`src/rtl/alu_pipe.sv`:
```
// Two-stage pipelined ALU with valid/ready handshakes on input and output.
// Define ALU_PIPE_FLAGS_EN to build the {N,V,C,Z} status flags; otherwise o_flags is tied to 0.
module alu_pipe #(
    parameter int DATA_W = 8,
    parameter int CODE_W = 6
) (
    input  logic              i_clk,
    input  logic              i_reset,
    input  logic [DATA_W-1:0] i_a,
    input  logic [DATA_W-1:0] i_b,
    input  logic [CODE_W-1:0] i_code,
    input  logic              i_valid,
    output logic              o_ready,
    output logic [DATA_W-1:0] o_result,
    output logic [3:0]        o_flags,
    output logic              o_valid,
    input  logic              i_ready
);

    localparam logic [CODE_W-1:0] OP_ADD = CODE_W'(6'b100000);
    localparam logic [CODE_W-1:0] OP_SUB = CODE_W'(6'b100010);
    localparam logic [CODE_W-1:0] OP_AND = CODE_W'(6'b100100);
    localparam logic [CODE_W-1:0] OP_OR  = CODE_W'(6'b100101);
    localparam logic [CODE_W-1:0] OP_XOR = CODE_W'(6'b100110);
    localparam logic [CODE_W-1:0] OP_NOR = CODE_W'(6'b100111);
    localparam logic [CODE_W-1:0] OP_SRA = CODE_W'(6'b000011);
    localparam logic [CODE_W-1:0] OP_SRL = CODE_W'(6'b000010);
    localparam logic [CODE_W-1:0] OP_SLL = CODE_W'(6'b000000);
    localparam logic [CODE_W-1:0] OP_SLT = CODE_W'(6'b101010);

    // DATA_W always fits in DATA_W bits, so the shift-range test stays at operand width
    localparam logic [DATA_W-1:0] SHIFT_LIMIT = DATA_W'(DATA_W);

    logic              s1_valid;
    logic [DATA_W-1:0] s1_a;
    logic [DATA_W-1:0] s1_b;
    logic [CODE_W-1:0] s1_code;
    logic              s1_adv;
    logic              s2_adv;
    logic              shift_over;
    logic [DATA_W-1:0] result;

    assign s2_adv     = !o_valid || i_ready;
    assign s1_adv     = !s1_valid || s2_adv;
    assign o_ready    = s1_adv;
    assign shift_over = (s1_b >= SHIFT_LIMIT);

    always_comb begin
        result = '0;
        case (s1_code)
            OP_ADD:  result = s1_a + s1_b;
            OP_SUB:  result = s1_a - s1_b;
            OP_AND:  result = s1_a & s1_b;
            OP_OR:   result = s1_a | s1_b;
            OP_XOR:  result = s1_a ^ s1_b;
            OP_NOR:  result = ~(s1_a | s1_b);
            OP_SRA:  result = shift_over ? {DATA_W{s1_a[DATA_W-1]}}
                                         : $unsigned($signed(s1_a) >>> s1_b);
            OP_SRL:  result = shift_over ? '0 : (s1_a >> s1_b);
            OP_SLL:  result = shift_over ? '0 : (s1_a << s1_b);
            OP_SLT:  result = {{(DATA_W-1){1'b0}}, ($signed(s1_a) < $signed(s1_b))};
            default: result = '0;
        endcase
    end

    always_ff @(posedge i_clk or posedge i_reset) begin
        if (i_reset) begin
            s1_valid <= 1'b0;
            s1_a     <= '0;
            s1_b     <= '0;
            s1_code  <= '0;
        end else if (s1_adv) begin
            s1_valid <= i_valid;
            if (i_valid) begin
                s1_a    <= i_a;
                s1_b    <= i_b;
                s1_code <= i_code;
            end
        end
    end

    // Result only updates on a real beat so it holds its last value while o_valid is low
    always_ff @(posedge i_clk or posedge i_reset) begin
        if (i_reset) begin
            o_valid  <= 1'b0;
            o_result <= '0;
        end else if (s2_adv) begin
            o_valid <= s1_valid;
            if (s1_valid) begin
                o_result <= result;
            end
        end
    end

`ifdef ALU_PIPE_FLAGS_EN
    logic       carry;
    logic       ovf;
    logic [3:0] flags;

    always_comb begin
        carry = 1'b0;
        ovf   = 1'b0;
        if (s1_code == OP_ADD) begin
            // A modular sum below an operand means the add wrapped
            carry = (result < s1_a);
            ovf   = (s1_a[DATA_W-1] == s1_b[DATA_W-1]) && (result[DATA_W-1] != s1_a[DATA_W-1]);
        end else if (s1_code == OP_SUB) begin
            carry = (s1_a < s1_b);
            ovf   = (s1_a[DATA_W-1] != s1_b[DATA_W-1]) && (result[DATA_W-1] != s1_a[DATA_W-1]);
        end
        flags = {result[DATA_W-1], ovf, carry, (result == '0)};
    end

    always_ff @(posedge i_clk or posedge i_reset) begin
        if (i_reset) begin
            o_flags <= 4'b0000;
        end else if (s2_adv && s1_valid) begin
            o_flags <= flags;
        end
    end
`else
    assign o_flags = 4'b0000;
`endif

endmodule

```
`config.mk`:
```
export PLATFORM = sky130hd
export DESIGN_NAME = alu_pipe
export DESIGN_NICKNAME = d
export VERILOG_FILES = /design/src/rtl/alu_pipe.sv
export SDC_FILE = /design/constraint.sdc
export NUM_CORES = 1
export LEC_CHECK = 0
export CAP_MARGIN = 5
export CORE_ASPECT_RATIO = 0.7
export CORE_MARGIN = 3
export CORE_UTILIZATION = 48
export CTS_CLUSTER_SIZE = 12
export DETAILED_ROUTE_END_ITERATION = 10
export DONT_BUFFER_PORTS = 1
export PLACE_DENSITY = 0.65
export SETUP_SLACK_MARGIN = 0.1
export SYNTH_ARGS = -nofsm -noshare
export SYNTH_HDL_FRONTEND = slang
export SYNTH_SLANG_ARGS = --single-unit
```
`constraint.sdc`:
```
create_clock -name i_clk -period 2.2 [get_ports i_clk]
set_input_delay 0.44 -clock i_clk [delete_from_list [all_inputs] [get_ports i_clk]]
set_output_delay 0.44 -clock i_clk [all_outputs]
set_load 0.05 [all_outputs]
```
==> qor.yml, run 1 <==
synth-simple-area-share: 0.216
vias: 3278
final_area_um2: 4070
synth_seq_cells: 32
gr-total-overflow: 0
diodes: 0
dr.pass1.iters: 6
hold_viol_final: 0
muxShareOfSynthArea: 0.140
synth_xor_area_frac: 0.0105
ys_async_sr_fraction: 1.00
setup-violations-final: 0
cp.required_ps: 2350
routedWlPerCell_um: 21.8
synth_edf_count: 0
netlist_area_um2: 3350
synth_fa_ha_area_frac: 0.102
grt_start_max_net_pins: 33
drt_iter0_markers: 437
startpoint: "s1_a[1]"
crit_fanout: 3
cp-endpoint: "o_result[4]"
dp_slack_ps: -10.7
drc: 0
tightest_slew_ps: 598
yosys.area.top_type: "dfrtp_1"
grt_pass1_vias: 2957
fp.dieH_um: 75.9
die_w_um: 106
period_needed_ps: 2130
r2r-end: "o_result[4]"
cts_sinks: 32
skew_ps: 4.82
cp_slowest_cell: "dfrtp_2"
rr_worst_depth: 7
placed_area_um2: 3640
cp_cell_sequence: "buf_4, fa_1, a21o_1, a21oi_2, xnor2_1, a221oi_2, a41oi_2"
fin_crit_sh: 0.967
pin_count: 40
place.detailed.hpwl_um: 8400
syn_area_per_cell_um2: 8.68
maxSlewHeadroom: 0.602
critPathKind: "register to register"
cap_violations: 0
status: "complete, no violations"
clkLatencyLatePin_ps: 290
arrival_ps: 2280
postRouteAntennaNets: 0
rsz0062_at_grt: "true"
via_per_inst: 6.40
ys_warn_count: 0
cts.clk_slew.worst_paths_ps: 80
maxSlewViolCount: 0
wl_um: 11100
r2r_slack_ps: 70
fmax_mhz: 470
max_stage_delay_ps: 450
cts_max_path_buffers: 2
p_leak_nw: 1.68
synthTopCellsByArea: "dfrtp_1, ha_1, mux2_2"
worst_setup_path_start_kind: "register"
synth-seq-area-share: 0.239
final_cell_mix: "buf_4, nand2_1, nor2_1"
fin_util: 0.628
gp_congestion: 0.986
cts_tree: "yes"
synth_top_family_by_area: "simple AND/OR/NAND/NOR gates"
syn-instance-count: 386
cp-end-kind: "register"
peakVddDrop_v: 0.000389
antenna_found_initial: 0
drive_above_1_share: 0.347
synth_compound_area_frac: 0.214
die_area_um2: 8040
final_net_count: 472
hold_ws_ps: 124
synth_cell_types: 76
r2r_start: "s1_a[1]"
fin_ws_ps: 73.2
fillCellCount: 552
syn2layout_area_growth_pct: 21.5
start_util: 0.517
row_count: 24
root_buffer: "clkbuf_8"
hold_path_class: "input port to asynchronous set/reset pin"
io_buffers: 0
cts_buffers: 5
grt_use_total: 0.270
mostFrequentLayoutCell: "buf_4"
grt_pass1_wl_um: 16900
synth_flop_cell: "dfrtp_1"
synth_top_area_frac: 0.239
htreeDepth: 2
fin_setup_tns_ps: 0
core_um2: 6490
power_density_nw_per_um2: 756
cell usage after synthesis, types with 9 or more instances:
master / count
a21oi_1: 24
and2_1: 9
buf_2: 11
dfrtp_1: 32
ha_1: 24
inv_1: 22
mux2_2: 23
mux2i_1: 13
nand2_1: 34
nand2b_1: 9
nand3_1: 11
nor2_1: 26
o21ai_0: 13
kinds of logic (layout without fill, tap and decap cells):
logic type	Yosys count	count (layout)
AOI/OAI and AO/OA	101	101
xor gates and xnor gates	4	4
adders and majority gates	26	26
buffers and inverters	54	86
DFF	32	32
muxes	40	40
other	1	4
and+or+nand+nor	128	128
worst max-delay path: cells and delay by family, from the launching register on:
family          cells  cell delay, ps
compound gates      4             820
flops               1             450
fa+ha+maj           1             450
xor+xnor            1             110
buf+inv             1             160
sequential cells by signal, indices dropped and copies added, names as in the netlist:
| name | flops |
|---|---|
| s1_a | 8 |
| o_valid | 1 |
| s1_code | 6 |
| o_result | 8 |
| s1_b | 8 |
| s1_valid | 1 |
final cells by class:
cell class                 instances  area [um2]  share of cell area
multi-input combinational        303        2490               0.611
sequential                        32         811               0.199
timing repair buffer              54         442               0.108
tap                               91         114              0.0280
clock buffer                       7        96.3              0.0237
inverter                          24        90.1              0.0221
clock inverter                     1        30.0             0.00738
power by group:
| group | internal (W) | total (W) | leakage (nW) | switching (W) |
|---|---|---|---|---|
| Sequential | 0.000673 | 0.000875 | 0.374 | 0.000202 |
| Clock | 0.000400 | 0.000660 | 0.0645 | 0.000260 |
| Combinational | 0.000683 | 0.00154 | 1.24 | 0.000860 |
| Total | 0.00176 | 0.00308 | 1.68 | 0.00132 |
layer usage:
layer | up-vias | GRT usage | wire, um | share of wire
met5 | - | 0 | 0 | 0
met2 | 206 | 0.377 | 4630 | 0.42
met1 | 1570 | 0.407 | 5000 | 0.45
met4 | 0 | 0.0466 | 171 | 0.015
li1 | 1482 | - | - | -
met3 | 20 | 0.0891 | 1340 | 0.12
worst min path at each step:
stage	from	to	cells past startpoint
2_1_floorplan	s1_valid	o_valid	1
3_3_place_gp	i_reset	s1_b[7]	2
3_5_place_dp	i_reset	s1_a[7]	2
4_1_cts	i_reset	s1_a[7]	2
5_1_grt	i_reset	s1_a[7]	2
6_report	i_reset	s1_a[7]	2
per-stage QoR:
stage / power [W] / std cells
floorplan: 0.00177 / 389
global placement: 0.00218 / 493
detailed placement: 0.00219 / 493
CTS: 0.00290 / 502
global route: 0.00324 / 512
finish: 0.00308 / 512
what timing repair did:
action,4_1_cts,5_1_grt
pin swaps,3,9
gates cloned,0,0
hold buffers,0,0
gates resized for setup,10,36
setup endpoints to repair,5,8
buffers inserted,1,10
Power figures use the tool's default switching activity.
==> run 2, diff against run 1 <==
Settings changed: CORE_MARGIN 3 to default.
==> qor.yml, run 2 (same netlist as run 1, synthesis figures left out) <==
placed_area_um2: 3640
via_per_inst: 6.28
seqPwrFrac: 0.305
gr-total-overflow: 0
syn2layout_area_growth_pct: 18.0
dr.pass1.iters: 6
cts_sinks: 32
grt_pass1_wl_um: 16500
row_count: 25
place.detailed.hpwl_um: 8030
start_util: 0.496
cap_violations: 0
rr_worst_depth: 9
grt_use_total: 0.306
power_density_nw_per_um2: 729
seqCellArea_um2: 808
routedWlPerCell_um: 21.2
diodes: 0
tightest_slew_ps: 546
worst_setup_path_start_kind: "register"
fin_crit_sh: 0.973
die_area_um2: 7330
fillCellCount: 610
pin_count: 40
multi_input_area_um2: 2480
grt_pass1_vias: 2875
crit_fanout: 3
htreeDepth: 2
r2r_slack_ps: 60
gp_congestion: 0.974
final_cell_mix: "buf_4, nand2_1, nor2_1, dfrtp_1, mux2_2"
io_buffers: 0
critPathKind: "register to register"
cp_cell_sequence: "inv_2, ha_4, inv_2, fa_2, a21o_1, a21oi_2, xor2_1, a221oi_2, a41oi_2"
r2r-end: "o_result[4]"
postRouteAntennaNets: 0
final_net_count: 465
period_needed_ps: 2140
skew_ps: 8.93
cp_slowest_cell: "dfrtp_1"
cts_buffers: 5
cts_hold_buf: 0
peakVddDrop_v: 0.000388
arrival_ps: 2300
antenna_found_initial: 0
r2r_start: "s1_a[0]"
root_buffer: "clkbuf_8"
die_w_um: 102
drc: 0
final_area_um2: 3950
p_int_w: 0.00158
clkLatencyLatePin_ps: 300
cts_tree: "yes"
grt_start_max_net_pins: 33
crit_family: "compound AO/OA/AOI/OAI gates"
cp.buffers_inverters: 2
p_clk_frac: 0.176
fin_setup_tns_ps: 0
vias: 3192
cp_num_cells: 9
rsz0062_at_grt: "true"
setup-violations-final: 0
max_stage_delay_ps: 420
power_frac_comb: 0.519
largestRegisters: "o_result x8, s1_a x8, s1_b x8"
mostFrequentLayoutCell: "buf_4"
cp.required_ps: 2360
fp.dieH_um: 71.9
fmax_mhz: 467
p_leak_nw: 1.64
maxSlewHeadroom: 0.636
maxSlewViolCount: 0
drt_iter0_markers: 291
cts_max_path_buffers: 2
status: "complete, no violations"
power.switching_w: 0.00131
wl_um: 10800
hold_path_class: "input port to asynchronous set/reset pin"
core_um2: 6760
hold_ws_ps: 120
hold_viol_final: 0
cp-end-kind: "register"
cp_common_cell: "inv_2"
p_sw_frac: 0.453
cts.clk_slew.worst_paths_ps: 80
drive_above_1_share: 0.319
-- run 2: changes by cell type in the layout (fill, tap and decap cells not counted), moves of 2 or more --
cell	delta
mux2i_2	-2
dfrtp_2	-2
clkinv_2	+2
buf_4	-5
dfrtp_1	+2
mux2i_1	+2
-- run 2: layout make-up --
cell class                 count  area share
inverter                      24      0.0228
tap                           94      0.0297
sequential                    32       0.204
timing repair buffer          47      0.0934
clock inverter                 2     0.00253
clock buffer                   6      0.0209
multi-input combinational    303       0.626
-- run 2: metal layers --
metal | vias up | GRT usage | share of wire
met5 | - | 0 | 0
met4 | 0 | 0.0587 | 0.012
met3 | 21 | 0.0886 | 0.11
met2 | 193 | 0.426 | 0.41
met1 | 1522 | 0.468 | 0.47
li1 | 1456 | - | -
-- run 2: how the worst max path moves through the flow --
stage,end,slack [ps],from
after floorplan,o_result[5],120,s1_b[1]
after global placement,o_result[5],30,s1_a[1]
after detailed placement,o_result[4],-1,s1_a[0]
after CTS,o_result[0],100,s1_a[0]
after global routing,o_result[4],-0.5,s1_a[0]
final,o_result[4],60,s1_a[0]
-- run 2: worst reg2reg max path, delay by kind of cell (launching register included) --
kind	cells	cell delay, ps
compound gates	4	860
xor+xnor	1	120
fa+ha+maj	2	470
buf+inv	2	130
flops	1	420
-- run 2: repair_timing --
action / 4_1_cts / 5_1_grt
pin swaps: 5 / 9
cloned: 0 / 0
setup endpoints to repair: 6 / 8
buffers inserted: 4 / 2
resized for setup: 11 / 24
-- run 2: stage by stage --
| step | setup slack [ps] | util | cells | power [W] |
|---|---|---|---|---|
| 6_report | 58.9 | 0.585 | 508 | 0.00288 |
| 3_5_place_dp | -1.25 | 0.539 | 494 | 0.00217 |
| 2_1_floorplan | 123 | - | 389 | 0.00177 |
| 4_1_cts | 105 | 0.564 | 506 | 0.00273 |
| 5_1_grt | -0.535 | 0.585 | 508 | 0.00304 |
| 3_3_place_gp | 33.6 | 0.539 | 494 | 0.00216 |
-- run 2: power groups by stage --
| stage | registers [W] | logic (W) | clock network (W) |
|---|---|---|---|
| 3_3_place_gp | 0.000876 | 0.00129 | 0 |
| 2_1_floorplan | 0.000847 | 0.000922 | 0 |
| 5_1_grt | 0.000894 | 0.00161 | 0.000541 |
| 4_1_cts | 0.000870 | 0.00135 | 0.000510 |
| 3_5_place_dp | 0.000881 | 0.00129 | 0 |
| 6_report | 0.000879 | 0.00150 | 0.000508 |
